===== src/rtl/mu0_ctrl_pkg.sv =====
// rtl/mu0_ctrl_pkg.sv - MU0 control sequencer shared opcodes, state encodings and decode vector
package mu0_ctrl_pkg;

  localparam int STATE_W = 3;

  typedef enum logic [STATE_W-1:0] {
    ST_IDLE  = 3'd0,
    ST_FETCH = 3'd1,
    ST_EXEC1 = 3'd2,
    ST_EXEC2 = 3'd3,
    ST_HALT  = 3'd4
  } state_t;

  localparam logic [3:0] OP_LDA = 4'b0000;
  localparam logic [3:0] OP_STA = 4'b0001;
  localparam logic [3:0] OP_ADD = 4'b0010;
  localparam logic [3:0] OP_SUB = 4'b0011;
  localparam logic [3:0] OP_JMP = 4'b0100;
  localparam logic [3:0] OP_JMI = 4'b0101;
  localparam logic [3:0] OP_JEQ = 4'b0110;
  localparam logic [3:0] OP_STP = 4'b0111;
  localparam logic [3:0] OP_LDI = 4'b1000;
  localparam logic [3:0] OP_LSL = 4'b1001;
  localparam logic [3:0] OP_LSR = 4'b1010;
  localparam logic [3:0] OP_FBC = 4'b1100;
  localparam logic [3:0] OP_RND = 4'b1101;
  localparam logic [3:0] OP_LNK = 4'b1110;

  // One bit per legal opcode; an all-zero vector means the opcode is illegal.
  typedef struct packed {
    logic lda;
    logic sta;
    logic add;
    logic sub;
    logic jmp;
    logic jmi;
    logic jeq;
    logic stp;
    logic ldi;
    logic lsl;
    logic lsr;
    logic fbc;
    logic rnd;
    logic lnk;
  } op_vec_t;

endpackage


===== src/rtl/mu0_op_decode.sv =====
// rtl/mu0_op_decode.sv - combinational opcode to one-hot decode with legality bit
module mu0_op_decode
  import mu0_ctrl_pkg::*;
#(
  parameter int OP_W   = 4,
  parameter bit EXT_EN = 1'b1
) (
  input  logic [OP_W-1:0] op,
  output op_vec_t         dec,
  output logic            legal
);

  logic       hi_zero;
  logic [3:0] nib;

  always_comb begin
    hi_zero = ((op >> 4) == '0);
    nib     = op[3:0];
    dec     = '0;
    if (hi_zero) begin
      case (nib)
        OP_LDA:  dec.lda = 1'b1;
        OP_STA:  dec.sta = 1'b1;
        OP_ADD:  dec.add = 1'b1;
        OP_SUB:  dec.sub = 1'b1;
        OP_JMP:  dec.jmp = 1'b1;
        OP_JMI:  dec.jmi = 1'b1;
        OP_JEQ:  dec.jeq = 1'b1;
        OP_STP:  dec.stp = 1'b1;
        OP_LDI:  dec.ldi = 1'b1;
        OP_LSL:  dec.lsl = 1'b1;
        OP_LSR:  dec.lsr = 1'b1;
        OP_FBC:  dec.fbc = EXT_EN;
        OP_RND:  dec.rnd = EXT_EN;
        OP_LNK:  dec.lnk = EXT_EN;
        default: dec = '0;
      endcase
    end
    legal = |dec;
  end

endmodule


===== src/rtl/mu0_ctrl_sequencer.sv =====
// rtl/mu0_ctrl_sequencer.sv - MU0 control unit with own FETCH/EXEC sequencing, wait stretching and retire count
module mu0_ctrl_sequencer
  import mu0_ctrl_pkg::*;
#(
  parameter int OP_W     = 4,
  parameter int CNT_W    = 16,
  parameter bit EXT_EN   = 1'b1,
  parameter bit WAIT_EN  = 1'b1,
  parameter bit TRAP_ILL = 1'b1
) (
  input  logic             clk,
  input  logic             rst_n,
  input  logic             run,
  input  logic             resume,
  input  logic [OP_W-1:0]  op,
  input  logic             eq,
  input  logic             mi,
  input  logic             mem_ready,
  output logic             pc_sload,
  output logic             pc_cnt_en,
  output logic             mux1_sel,
  output logic             mux2_sel,
  output logic             mux3_sel,
  output logic             ir_en,
  output logic             ram_wren,
  output logic             shiftreg_en,
  output logic             shiftreg_load,
  output logic             alu_add_sub,
  output logic             fbc_check,
  output logic             rnd_check,
  output logic             lnk_check,
  output logic [STATE_W-1:0] state_o,
  output logic             halted,
  output logic             illegal,
  output logic [CNT_W-1:0] retired
);

  state_t           state_q, state_d;
  logic             illegal_q, illegal_d;
  logic [CNT_W-1:0] retired_q;
  logic             retire;
  logic             rdy;
  op_vec_t          dec;
  logic             legal;
  logic             is_fetch, is_exec1, is_exec2;
  logic             nop_ill;

  mu0_op_decode #(
    .OP_W   (OP_W),
    .EXT_EN (EXT_EN)
  ) u_decode (
    .op    (op),
    .dec   (dec),
    .legal (legal)
  );

  assign rdy = mem_ready | !WAIT_EN;

  always_ff @(posedge clk) begin
    if (!rst_n) begin
      state_q   <= ST_IDLE;
      illegal_q <= 1'b0;
      retired_q <= '0;
    end else begin
      state_q   <= state_d;
      illegal_q <= illegal_d;
      if (retire) begin
        retired_q <= retired_q + 1'b1;
      end
    end
  end

  always_comb begin
    state_d   = state_q;
    illegal_d = illegal_q;
    retire    = 1'b0;
    case (state_q)
      ST_IDLE: begin
        if (run) state_d = ST_FETCH;
      end
      ST_FETCH: begin
        if (rdy) state_d = ST_EXEC1;
      end
      ST_EXEC1: begin
        if (rdy) begin
          if (dec.lda || dec.add || dec.sub) begin
            state_d = ST_EXEC2;
          end else if (dec.stp) begin
            state_d = ST_HALT;
            retire  = 1'b1;
          end else if (!legal && TRAP_ILL) begin
            // A trapped opcode never completed, so it is not counted.
            state_d   = ST_HALT;
            illegal_d = 1'b1;
          end else begin
            state_d = ST_FETCH;
            retire  = 1'b1;
          end
        end
      end
      ST_EXEC2: begin
        if (rdy) begin
          state_d = ST_FETCH;
          retire  = 1'b1;
        end
      end
      ST_HALT: begin
        if (resume) begin
          state_d   = ST_FETCH;
          illegal_d = 1'b0;
        end
      end
      default: state_d = ST_IDLE;
    endcase
  end

  always_comb begin
    is_fetch = (state_q == ST_FETCH);
    is_exec1 = (state_q == ST_EXEC1);
    is_exec2 = (state_q == ST_EXEC2);
    nop_ill  = !legal && !TRAP_ILL;

    mux1_sel    = is_fetch | (is_exec1 & (dec.jmp | dec.jmi | dec.jeq | dec.stp |
                                          dec.ldi | dec.lsl | dec.lsr));
    mux2_sel    = is_exec1;
    mux3_sel    = is_exec2 & (dec.add | dec.sub);
    alu_add_sub = is_exec2 & dec.add;
    fbc_check   = EXT_EN & is_exec1 & dec.fbc;
    rnd_check   = EXT_EN & is_exec1 & dec.rnd;
    lnk_check   = EXT_EN & is_exec1 & dec.lnk;

    // Writes and loads only fire on the ready cycle so each happens once per phase.
    ir_en     = is_exec1 & rdy;
    ram_wren  = is_exec1 & rdy & dec.sta;
    pc_sload  = is_exec1 & rdy & (dec.jmp | (dec.jmi & mi) | (dec.jeq & eq));
    pc_cnt_en = is_exec1 & rdy & (dec.lda | dec.sta | dec.add | dec.sub |
                                  dec.ldi | dec.lsl | dec.lsr |
                                  (dec.jmi & !mi) | (dec.jeq & !eq) |
                                  dec.fbc | dec.rnd | dec.lnk | nop_ill);
    shiftreg_en   = rdy & ((is_exec1 & (dec.ldi | dec.lsl | dec.lsr)) |
                           (is_exec2 & (dec.lda | dec.add | dec.sub)));
    shiftreg_load = rdy & ((is_exec1 & dec.ldi) |
                           (is_exec2 & (dec.lda | dec.add | dec.sub)));

    state_o = state_q;
    halted  = (state_q == ST_HALT);
    illegal = illegal_q;
    retired = retired_q;
  end

endmodule

===== config.mk =====
export PLATFORM = sky130hd
export DESIGN_NAME = mu0_ctrl_sequencer
export DESIGN_NICKNAME = d
export VERILOG_FILES = /design/src/rtl/mu0_ctrl_pkg.sv /design/src/rtl/mu0_op_decode.sv /design/src/rtl/mu0_ctrl_sequencer.sv
export SDC_FILE = /design/constraint.sdc
export NUM_CORES = 1
export LEC_CHECK = 0
export BUFFER_PORTS_ARGS = -buffer_cell sky130_fd_sc_hd__buf_2
export CAP_MARGIN = 25
export CORE_MARGIN = 8
export CORE_UTILIZATION = 48
export CTS_CLUSTER_DIAMETER = 100
export DETAILED_ROUTE_END_ITERATION = 10
export GPL_TIMING_DRIVEN = 0
export MAX_ROUTING_LAYER = met4
export PLACE_DENSITY = 0.78
export SLEW_MARGIN = 20
export SYNTH_ARGS = -nofsm -noshare
export SYNTH_HDL_FRONTEND = slang
export SYNTH_SLANG_ARGS = --single-unit

===== constraint.sdc =====
create_clock -name clk -period 2.4 [get_ports clk]
set_clock_uncertainty 0.05 [all_clocks]
set_input_delay 0.24 -clock clk [delete_from_list [all_inputs] [get_ports clk]]
set_output_delay 0.24 -clock clk [all_outputs]
set_load 0.05 [all_outputs]

==> out/qor.yml, run 1 <==
synth_cell_types: 44
critPathKind: "reg -> out"
num_io_pins: 45
r2r_start: "state_o[2]$_SDFFE_PN0P_"
maxSlewViolCount: 0
core_mm2: 0.00243
cts_sinks: 20
synth_top_area_share_pct: 33.0
whs_path_depth: 2
power_density_mw_per_mm2: 422
setup_violations: 0
cap_violations: 0
cts_tree: "built"
timing.final.crit_share_pct: 94.6
nNetsFinal: 220
dp_cells: 233
grt_use_met1_pct: 18.6
ant_nets: 0
insertion_delay_ns: 0.31
pwr-share-comb_pct: 19.0
synth_nets: 172
routabilityCongestion: 0.927
fin_crit_ns: 2.27
rr_worst_depth: 7
diodes: 0
outcome: "finished, final reports clean"
rows: 18
area_delta_synth_final_pct: 28.5
drt-initial-drc-count: 94
holdBufCountCts: 0
rsz0062_at_grt: "no"
place_worst_setup_slack_ns: 0.251
synth_warnings: 0
drc: 0
clock_power_share_pct: 29.9
antenna_found_initial: 0
clk_path_buf_depth: 2
design_power_total_uw: 659
grt_use_total_pct: 16.5
grt_max_degree: 12
initial_core_util_pct: 49.9
cts_resized: 0
ys_seq_area_share_pct: 33.0
synth.most_common_cell: "dfxtp_1"
p_switching_uw: 193
maxSlewHeadroom_pct: 68.8
worstSetupEndpointType: "output port"
dieWidth_um: 66.3
endpoint: "pc_sload"
peakVddDrop_mv: 0.437
yosysTopAreaCell: "dfxtp_1"
critPathMaxFanout: 8
synthesis.area_mm2: 0.00121
port_buffers: 43
avgSynthCellArea_um2: 7.59
synth_edf_count: 0
clkSlewWorstSetupHoldPaths_ns: 0.11
cts_buffers: 3
timing.fmax_mhz: 440
synth-seq-cells: 20
die-area_mm2: 0.00440
routed_wl_um: 3470
r2r_slack_ns: 0.25
critPathArrivalTime_ns: 1.98
grt_pass1_wl_um: 5840
cts_root_buffer: "clkbuf_4"
fin_ws_ns: 0.128
dpl.hpwl_um: 2750
whs_ns: 0.0963
gr-max-usage-layer: "met2"
firstDrtPassIters: 6
wl_per_cell_um: 14.6
final_cells: 237
die_h_um: 66.3
seq_power_share_pct: 51.1
ys.flop_type: "dfxtp_1"
grt_overflow_total: 0
cp-startpoint: "state_o[2]$_SDFFE_PN0P_"
hold_violations: 0
ys_top_cells_by_area: "dfxtp_1 (33%), a21oi_1 (6.6%), or3_1 (5.7%)"
grt_use_met2_pct: 28.1
vias_per_cell: 5.86
worstSetupStartpointType: "flop"
netlist_instances: 160
cp_data_required_time_ns: 2.11
power_leakage_nw: 0.649
vias: 1388
yosys-top-cells-count: "dfxtp_1 (20), a21oi_1 (16), o21ai_0 (11), or3_1 (11), nor2_1 (10)"
ctsHtreeMaxLevel: 1
r2r-end: "retired[1]$_SDFFE_PN0P_"
grt_pass1_vias: 1338
max_slew.worst_pin.slew_ns: 0.469
sw_frac_of_total_pct: 29.3
post-cts-setup-buffers: 0
layout-drive-gt1-share_pct: 31.4
synthArstFlopShare_pct: 0
hp-class: "in -> reg"
grt.met3_usage_pct: 2.88
intPower_uw: 466
-- layout by cell type, fill, tap and decap left out, types with 2 or more instances in the layout --
cell type / n
nand2b_1: 4
nor2_1: 10
and2_1: 2
or3_1: 11
clkbuf_1: 6
clkbuf_4: 3
o21ai_0: 11
o31ai_1: 3
o22ai_1: 3
a211oi_2: 2
mux2_2: 2
nand3_1: 8
nor4_4: 2
nand2_1: 8
buf_2: 46
buf_1: 2
a21oi_1: 16
or4_1: 3
nand3b_1: 2
nand4_1: 4
dfxtp_1: 20
and3_1: 4
inv_1: 5
-- cells by family after synthesis --
logic type | synth area share [%]
and+or+nand+nor | 32.2
xor gates and xnor gates | 0.721
muxes | 2.68
DFF | 33.0
buffers and inverters | 6.90
AOI/OAI and AO/OA | 23.5
adders and majority gates | 1.03
-- through the flow --
step	utilization, %	TNS, ns	cell area, µm²
after floorplan	-	-0.270	1270
after global placement	62.7	0	1530
after detailed placement	62.7	0	1530
after CTS	64.2	0	1560
after global routing	64.2	0	1560
final	64.2	0	1560
-- power groups by stage --
stage / clock, mW / sequential, mW / combinational (mW)
6_report: 0.197 / 0.337 / 0.125
3_5_place_dp: 0 / 0.345 / 0.125
3_3_place_gp: 0 / 0.344 / 0.122
5_1_grt: 0.215 / 0.338 / 0.134
2_1_floorplan: 0 / 0.357 / 0.0789
4_1_cts: 0.205 / 0.337 / 0.125
-- worst min path at each step --
| stage | start | end | slack, ns |
|---|---|---|---|
| floorplan | resume | illegal$_SDFFE_PN0P_ | 0.29 |
| global placement | resume | illegal$_SDFFE_PN0P_ | 0.41 |
| detailed placement | resume | illegal$_SDFFE_PN0P_ | 0.42 |
| CTS | resume | illegal$_SDFFE_PN0P_ | 0.08 |
| global route | resume | illegal$_SDFFE_PN0P_ | 0.1 |
| finish | resume | illegal$_SDFFE_PN0P_ | 0.1 |
-- final cells by class --
class	count	area [µm²]
repair buffers	43	215
flip-flops and latches	20	400
clock buffers	4	36.3
fillers	232	871
well taps	30	37.5
inverters	7	30.0
multi-input cells	120	785
plain buffers	13	57.6
-- registers in the layout, indices dropped and copies added (netlist names) --
name     flops
retired     16
illegal      1
state_o      3
-- worst max-delay path, stage by stage, from the launching register on --
cell and delay, ns:
dfxtp_1 0.32, clkbuf_2 0.15, nand3b_1 0.26, or2_2 0.39, clkinvlp_4 0.10, and4_2 0.20
buf_2 0.26
-- metal layers --
| layer | up-vias | share of wire, % |
|---|---|---|
| met2 | 35 | 49 |
| met4 | 0 | 1.4 |
| met5 | - | 0 |
| met1 | 655 | 43 |
| li1 | 693 | - |
| met3 | 5 | 6.1 |
Power figures use the tool's default switching activity.
==> inputs of run 2 (changes only) <==
--- a/config.mk
+++ b/config.mk
@@ -5,15 +5,16 @@
 export SDC_FILE = /design/constraint.sdc
 export NUM_CORES = 1
 export LEC_CHECK = 0
+export ABC_AREA = 1
 export BUFFER_PORTS_ARGS = -buffer_cell sky130_fd_sc_hd__buf_2
 export CAP_MARGIN = 25
 export CORE_MARGIN = 8
-export CORE_UTILIZATION = 48
+export CORE_UTILIZATION = 50
 export CTS_CLUSTER_DIAMETER = 100
 export DETAILED_ROUTE_END_ITERATION = 10
 export GPL_TIMING_DRIVEN = 0
 export MAX_ROUTING_LAYER = met4
-export PLACE_DENSITY = 0.78
+export PLACE_DENSITY = 0.79
 export SLEW_MARGIN = 20
 export SYNTH_ARGS = -nofsm -noshare
 export SYNTH_HDL_FRONTEND = slang
==> out/qor.yml, run 2 <==
die_h_um: 68.4  # +3.2%
nNetsFinal: 281  # +28%
cap_violations: 0  # unchanged
pwr-share-comb_pct: 51.0  # +32 points
p_switching_uw: 619  # +220%
core_mm2: 0.00269  # +10%
synthArstFlopShare_pct: 0  # unchanged
dieWidth_um: 68.4  # +3.2%
met3_length_um: 235  # +11%
max_slew.worst_pin.slew_ns: 0.479  # +0.0100 ns
clock_power_share_pct: 16.3  # -14 points
diodes: 0  # unchanged
cts_tree: "built"
cts_buffers: 3  # unchanged
worstSetupEndpointType: "output port"
hold_violations: 0  # unchanged
fin_crit_ns: 2.04  # -0.230 ns
routabilityCongestion: 0.870  # -6.2%
rsz0062_at_grt: "no"
place_worst_setup_slack_ns: 0.706  # +0.455 ns
fin_ws_ns: 0.358  # +0.230 ns
yosysTopAreaCell: "dfxtp_1"
ant_nets: 0  # unchanged
layout-drive-gt1-share_pct: 28.7  # -2.7 points
yosys-top-cells-count: "nand2_1 (57), inv_1 (34), nor2_1 (31), dfxtp_1 (20), nand3_1 (15)"
clkSlewWorstSetupHoldPaths_ns: 0.12  # about the same
holdBufCountCts: 0  # unchanged
outcome: "finished, final reports clean"
timing.final.crit_share_pct: 85.1  # -9.6 points
r2r-end: "retired[8]$_SDFFE_PN0P_"
synthesis.area_mm2: 0.00138  # +13%
die-area_mm2: 0.00468  # +6.5%
vias_per_cell: 5.02  # -14%
power_leakage_nw: 0.852  # +31%
synth_warnings: 0  # unchanged
critPathMaxFanout: 7  # -1
top_layer: "met4"
initial_core_util_pct: 51.2  # +1.2 points
final_cell_mix: "nand2_1 (57), buf_2 (44), inv_1 (34)"
power_density_mw_per_mm2: 725  # +72%
holdCritStartpoint: "rst_n"
routed_wl_um: 3430  # -1.3%
maxSlewHeadroom_pct: 67.8  # -0.91 points
rr_worst_depth: 6  # -1
critPathKind: "reg -> out"
vias: 1502  # +8.2%
area_delta_synth_final_pct: 24.4
min_to: "retired[0]$_SDFFE_PN0P_"
m1WireLength_um: 1580  # +4.9%
insertion_delay_ns: 0.32  # about the same
timing.fmax_mhz: 490  # +11%
post-cts-setup-buffers: 0  # unchanged
wl_per_cell_um: 11.5  # -22%
r2r_slack_ns: 0.72  # +0.47 ns
worstSetupStartpointType: "flop"
dpl.hpwl_um: 2730  # -0.93%
cts_resized: 0  # unchanged
whs_path_depth: 3  # +1
cts_root_buffer: "clkbuf_4"
sw_frac_of_total_pct: 50.0  # +21 points
grt_pass1_vias: 1289  # -3.7%
r2r_start: "retired[0]$_SDFFE_PN0P_"
port_buffers: 44  # +2.3%
netlist_instances: 220  # +38%
antenna_found_initial: 0  # unchanged
synth-seq-cells: 20  # unchanged
grt_pass1_wl_um: 5530  # -5.4%
drc: 0  # unchanged
met2_length_um: 1590  # -6.9%
grt_max_degree: 12  # unchanged
rows: 19  # +1
synth_cell_types: 28  # -36%
synth.most_common_cell: "nand2_1"
cp_data_required_time_ns: 2.11  # about the same
avgSynthCellArea_um2: 6.25  # -18%
synth_nets: 232  # +35%
peakVddDrop_mv: 0.633  # +45%
critPathArrivalTime_ns: 1.75  # -0.23 ns
ys.flop_type: "dfxtp_1"
largest_reg_flops: 16  # unchanged
seq_power_share_pct: 32.7  # -18 points
setup_violations: 0  # unchanged
final_common_cell: "nand2_1"
intPower_uw: 620  # +33%
drt-initial-drc-count: 70  # -26%
grt_overflow_total: 0  # unchanged
synth_edf_count: 0  # unchanged
clk_path_buf_depth: 2  # unchanged
ys_seq_area_share_pct: 29.1  # -3.8 points
hp-class: "in -> reg"
firstDrtPassIters: 4  # -2
whs_ns: 0.139  # +0.0424 ns
ctsHtreeMaxLevel: 1  # unchanged
grt_use_total_pct: 15.4  # -1.0 points
maxSlewViolCount: 0  # unchanged
num_io_pins: 45  # unchanged
cts_sinks: 20  # unchanged
ys_top_cells_by_area: "dfxtp_1 (29%), nand2_1 (16%), inv_1 (9.3%)"
synth_top_area_share_pct: 29.1  # -3.8 points
==> run 2: worst max path at each step <==
stage,startpoint,endpoint,slack [ns],cells after the start
finish,state_o[2]$_SDFFE_PN0P_,ram_wren,0.36,8
global route,state_o[2]$_SDFFE_PN0P_,pc_sload,0.22,8
CTS,state_o[2]$_SDFFE_PN0P_,ram_wren,0.35,8
detailed placement,state_o[2]$_SDFFE_PN0P_,ram_wren,0.71,8
global placement,state_o[2]$_SDFFE_PN0P_,ram_wren,0.72,8
floorplan,state_o[2]$_SDFFE_PN0P_,ram_wren,-0.03,7
==> run 2: critical path: stages (launching register included) <==
cell and delay, ns:
dfxtp_1 0.37, inv_2 0.10, nand2_4 0.07, nor2_4 0.17, inv_1 0.10, nor2_4 0.14, inv_1 0.12, nor3_4 0.11
buf_2 0.27
==> run 2: per-layer routing <==
| metal | track usage, % | vias to the layer above |
|---|---|---|
| met3 | 4.09 | 4 |
| li1 | - | 794 |
| met4 | 2.30 | 0 |
| met5 | - | - |
| met2 | 26.5 | 40 |
| met1 | 17.8 | 664 |
==> run 2: stage by stage <==
stage	utilization, %	instance area [µm²]	TNS (ns)	power (mW)	instances
floorplan	-	1420	-0.0339	0.908	220
global placement	62.3	1670	0	1.04	295
detailed placement	62.3	1670	0	1.05	295
finish	63.7	1710	0	1.24	299
global route	63.7	1710	0	1.31	299
CTS	63.7	1710	0	1.24	299
==> run 2: cell families after synthesis <==
family | after synthesis | synth area share, %
flip-flops | 20 | 29.1
AO/OA/AOI/OAI | 24 | 9.74
AND/OR/NAND/NOR | 134 | 46.7
adder cells (fa/ha/maj) | 1 | 0.910
buffers and inverters | 39 | 12.3
XOR/XNOR | 2 | 1.27
==> run 2: cell type report <==
cell class | count | area, µm²
Fill cell | 291 | 976
Tap cell | 31 | 38.8
Inverter | 36 | 135
Buffer | 3 | 33.8
Sequential cell | 20 | 402
Timing Repair Buffer | 44 | 220
Multi-Input combinational cell | 161 | 845
Clock buffer | 4 | 36.3
==> run 2: power groups by stage <==
stage                     sequential [mW]  combinational, mW  clock (mW)
after detailed placement            0.413              0.632           0
after floorplan                     0.512              0.396           0
after global routing                0.411              0.685       0.219
after global placement              0.412              0.626           0
final                               0.405              0.632       0.202
after CTS                           0.406              0.633       0.204
